## src/rtl/hazard_pkg.sv

```systemverilog
// Shared defaults and scoreboard entry type for the forwarding / load-use unit.
package hazard_pkg;
    localparam int HZ_AW         = 5;
    localparam int HZ_DW         = 32;
    localparam int HZ_LOAD_READY = 1;

    typedef struct packed {
        logic              valid;
        logic              load;
        logic [HZ_AW-1:0]  wra;
    } sb_entry_t;
endpackage

```

## src/rtl/hazard_scoreboard.sv

```systemverilog
// Shift register of in-flight destinations, one entry per stage after decode.
module hazard_scoreboard
    import hazard_pkg::*;
#(
    parameter int DEPTH = 3,
    parameter int AW    = HZ_AW
) (
    input  logic                      clk,
    input  logic                      rstn,
    input  logic                      hold,
    input  logic                      ins_valid,
    input  logic                      ins_load,
    input  logic [AW-1:0]             ins_wra,
    output logic [DEPTH-1:0]          valid,
    output logic [DEPTH-1:0]          load,
    output logic [DEPTH-1:0][AW-1:0]  wra
);

    always_ff @(posedge clk or negedge rstn) begin
        if (!rstn) begin
            valid <= '0;
            load  <= '0;
            wra   <= '0;
        end else if (!hold) begin
            for (int k = DEPTH - 1; k > 0; k--) begin
                valid[k] <= valid[k-1];
                load[k]  <= load[k-1];
                wra[k]   <= wra[k-1];
            end
            // A bubble is written as an all-zero entry.
            valid[0] <= ins_valid;
            load[0]  <= ins_valid & ins_load;
            wra[0]   <= ins_valid ? ins_wra : '0;
        end
    end

endmodule

```

## src/rtl/hazard_fwd_unit.sv

```systemverilog
// Decode-side operand forwarding with load-use stall detection and stall counter.
module hazard_fwd_unit
    import hazard_pkg::*;
#(
    parameter int N_RD       = 2,
    parameter int DEPTH      = 3,
    parameter int AW         = HZ_AW,
    parameter int DW         = HZ_DW,
    parameter int LOAD_READY = HZ_LOAD_READY
) (
    input  logic                  clk,
    input  logic                  rstn,
    input  logic                  i_issue_valid,
    input  logic                  i_issue_wen,
    input  logic                  i_issue_load,
    input  logic [AW-1:0]         i_issue_wra,
    input  logic                  i_flush,
    input  logic                  i_hold,
    input  logic [N_RD*AW-1:0]    i_ra,
    input  logic [N_RD*DW-1:0]    i_rd,
    input  logic [DEPTH*DW-1:0]   i_stage_data,
    output logic [N_RD*DW-1:0]    o_rd,
    output logic [N_RD-1:0]       o_fwd_hit,
    output logic                  o_stall,
    output logic [31:0]           o_stall_cnt
);

    logic [DEPTH-1:0]         sb_valid;
    logic [DEPTH-1:0]         sb_load;
    logic [DEPTH-1:0][AW-1:0] sb_wra;
    logic [N_RD-1:0]          blocked;
    logic                     found;
    logic                     ins_valid;

    assign ins_valid = i_issue_valid & i_issue_wen & ~o_stall & ~i_flush;

    hazard_scoreboard #(
        .DEPTH (DEPTH),
        .AW    (AW)
    ) u_sb (
        .clk       (clk),
        .rstn      (rstn),
        .hold      (i_hold),
        .ins_valid (ins_valid),
        .ins_load  (i_issue_load),
        .ins_wra   (i_issue_wra),
        .valid     (sb_valid),
        .load      (sb_load),
        .wra       (sb_wra)
    );

    // Scan from the youngest stage; the first match owns the port.
    always_comb begin
        o_rd      = i_rd;
        o_fwd_hit = '0;
        blocked   = '0;
        found     = 1'b0;
        for (int p = 0; p < N_RD; p++) begin
            found = 1'b0;
            for (int k = 0; k < DEPTH; k++) begin
                if (!found && sb_valid[k] && (sb_wra[k] != '0)
                    && (sb_wra[k] == i_ra[p*AW +: AW])) begin
                    found = 1'b1;
                    if (sb_load[k] && (k < LOAD_READY)) begin
                        blocked[p] = 1'b1;
                    end else begin
                        o_rd[p*DW +: DW] = i_stage_data[k*DW +: DW];
                        o_fwd_hit[p]     = 1'b1;
                    end
                end
            end
        end
    end

    assign o_stall = (|blocked) & i_issue_valid & ~i_flush;

    always_ff @(posedge clk or negedge rstn) begin
        if (!rstn) begin
            o_stall_cnt <= '0;
        end else if (o_stall && !i_hold && (o_stall_cnt != '1)) begin
            o_stall_cnt <= o_stall_cnt + 32'd1;
        end
    end

endmodule

```

## config.mk

```make
export PLATFORM = sky130hd
export DESIGN_NAME = hazard_fwd_unit
export DESIGN_NICKNAME = d
export VERILOG_FILES = /design/src/rtl/hazard_pkg.sv /design/src/rtl/hazard_scoreboard.sv /design/src/rtl/hazard_fwd_unit.sv
export SDC_FILE = /design/constraint.sdc
export NUM_CORES = 1
export LEC_CHECK = 0
export BUFFER_PORTS_ARGS = -buffer_cell sky130_fd_sc_hd__buf_2
export CORE_MARGIN = 5
export CORE_UTILIZATION = 51
export CTS_BUF_LIST = sky130_fd_sc_hd__clkbuf_4 sky130_fd_sc_hd__clkbuf_8
export CTS_CLUSTER_SIZE = 40
export DETAILED_ROUTE_END_ITERATION = 8
export GPL_ROUTABILITY_DRIVEN = 1
export PLACE_DENSITY = 0.89
export REMOVE_ABC_BUFFERS = 1
export SLEW_MARGIN = 40
export SYNTH_ARGS = -nofsm -noshare
export SYNTH_HDL_FRONTEND = slang
export SYNTH_HIERARCHICAL = 1
export SYNTH_SLANG_ARGS = --single-unit
```

## constraint.sdc

```tcl
create_clock -name clk -period 5 [get_ports clk]
set_input_delay 0.75 -clock clk [delete_from_list [all_inputs] [get_ports clk]]
set_output_delay 0.75 -clock clk [all_outputs]
set_load 0.01 [all_outputs]
```

==> results_dict.tcl <==
set metrics [dict create \
    status "finished, final reports clean" \
    tritoncts "built" \
    synth_area_mm2 0.005186 \
    ir_worst_vdd_mv 0.2584 \
    ctsHoldBuffers 0 \
    placed_area_mm2 0.006586 \
    die_x_um 110.8 \
    h-tree-depth 2 \
    finClkSkew_ns 0.007288 \
    grt-ovfl-total 0 \
    via_count 6626 \
    dieArea_mm2 0.01229 \
    seq_area_mm2 0.001277 \
    yosys_warnings 6 \
    tns_ns 0 \
    io_buffers 280 \
    grt_pass1_vias 6226 \
    finalWirelength_um 21900 \
    reg2reg_depth 7 \
    gp_congestion 1.014 \
    path_clk_slew_ns 0.09 \
    path_class "reg2out" \
    required_ns 4.25 \
    antenna_found_initial 5 \
    rr_endpoint "o_stall_cnt[1]" \
    cts-root-buf "clkbuf_8" \
    ctsResizeCount 0 \
    drtIter0Drc 880 \
    postCtsSetupBuffers 0 \
    cts_sinks 51 \
    leakagePower_nw 3.221 \
    synthToLayoutAreaGrowth_pct 29.29 \
    multi_input_area_mm2 0.003633 \
    hold_violations 0 \
    cts_made_buffers 5 \
    final_cell_mix "buf_2 (280), nor2_1 (81), nand2_1 (78), dfrtp_1 (50), xnor2_1 (47)" \
    grt_start_max_net_pins 66 \
    dpl_worst_slack_ns 1.092 \
    worstHoldPathType "reg2reg" \
    track_usage 0.3339 \
    postLayoutSetupSlackWorst_ns 0.6877 \
    synth_cells 697 \
    drtPass1Iterations 7 \
    cp_max_fo 65 \
    startpoint "u_sb/wra[1]" \
    cap_violations 0 \
    design_area_mm2 0.006705 \
    maxSlewViolCount 0 \
    worstPathArrival_ns 3.56 \
    worst-slew-pin-transition_ns 0.8665 \
    r2r_start "u_sb/wra[1]" \
    mostFrequentLayoutCell "buf_2" \
    ios 281 \
    nFillCells 878 \
    critPathCaptureType "output port" \
    cts_buffer_depth 2 \
    period_needed_ns 4.312 \
    fp-row-count 36 \
    die_y_um 110.8 \
    setup_viol 0 \
    coreArea_mm2 0.009864 \
    wl_per_cell_um 20.30 \
    dpl.hpwl_um 16490 \
    nets 1122 \
    slew_headroom 0.4223 \
    finalNonFillerCells 1079 \
    fmax_mhz 231.9 \
    regToRegSetupSlack_ns 2.44 \
    drive_gt1_frac 0.3500 \
    fin_crit_sh 0.8625 \
    antenna_left 0 \
    clkLatencyLatePin_ns 0.30 \
    grt_pass1_wl_um 34020 \
    initial_core_util 0.5257 \
    endpoint "o_rd[39]" \
    rsz0062_at_grt "no" \
    viasPerCell 6.141 \
    p_per_area_mw_per_mm2 141.6 \
    cp-start-kind "flip-flop" \
    place_inst 1065 \
    drc_errors 0 \
    syn_avg_cell_area_um2 7.441 \
]
[power breakdown]
group	total, mW	leakage (nW)	switching (mW)	internal (mW)
logic	0.269	2.46	0.141	0.128
clock network	0.248	0.0519	0.129	0.119
registers	0.433	0.706	0.0129	0.420
total	0.949	3.22	0.282	0.667
[stage by stage]
stage / power (mW) / hold slack, ns / utilization
finish: 0.9492 / 0.4926 / 0.6797
global route: 0.9928 / 0.5163 / 0.6795
CTS: 0.9478 / 0.4950 / 0.6777
detailed placement: 0.7026 / 0.4810 / 0.6677
global placement: 0.7019 / 0.4813 / 0.6677
floorplan: 0.5456 / 0.4544 / -
[sequential cells by signal, indices dropped and copies added, names as in the netlist]
name,cells
o_stall_cnt,32
u_sb/wra,15
u_sb/valid,3
u_sb/load,1
[area by class of cell]
class                   instances  share of cell area
repair buffers                293              0.2235
inverters                       4            0.002239
diodes                          6            0.002239
multi-input cells             584              0.5419
clock inverters                 1            0.001306
flip-flops and latches         51              0.1905
well taps                     133             0.02482
clock buffers                   7             0.01344
[per-layer routing]
layer  GRT usage  part of all wire  wire length [um]  vias up
met5           0                 0                 0        -
met4      0.1420             0.049              1082        0
met3     0.05568             0.095              2087       84
met2      0.5489              0.47             10240      472
met1      0.4331              0.39              8492     3057
li1            -                 -                 -     3013
[critical path, cell delays in order, from the launching register on]
cell and delay, ns:
dfrtp_1 0.46, or4_1 0.55, o21ai_2 0.21, or4_2 0.21, buf_4 0.48, and3_1 0.60
buf_4 0.38, nand2_1 0.09, o21ai_1 0.09, buf_2 0.17
[worst min-delay path by stage]
stage | slack, ns | endpoint | cells after the start | from
6_report | 0.49 | o_stall_cnt[10] | 1 | o_stall_cnt[10]
3_5_place_dp | 0.48 | o_stall_cnt[10] | 1 | o_stall_cnt[10]
3_3_place_gp | 0.48 | o_stall_cnt[10] | 1 | o_stall_cnt[10]
4_1_cts | 0.50 | o_stall_cnt[10] | 1 | o_stall_cnt[10]
5_1_grt | 0.52 | o_stall_cnt[10] | 1 | o_stall_cnt[10]
2_1_floorplan | 0.45 | o_stall_cnt[0] | 0 | rstn
Note: power is estimated with default switching activity, not from simulation.
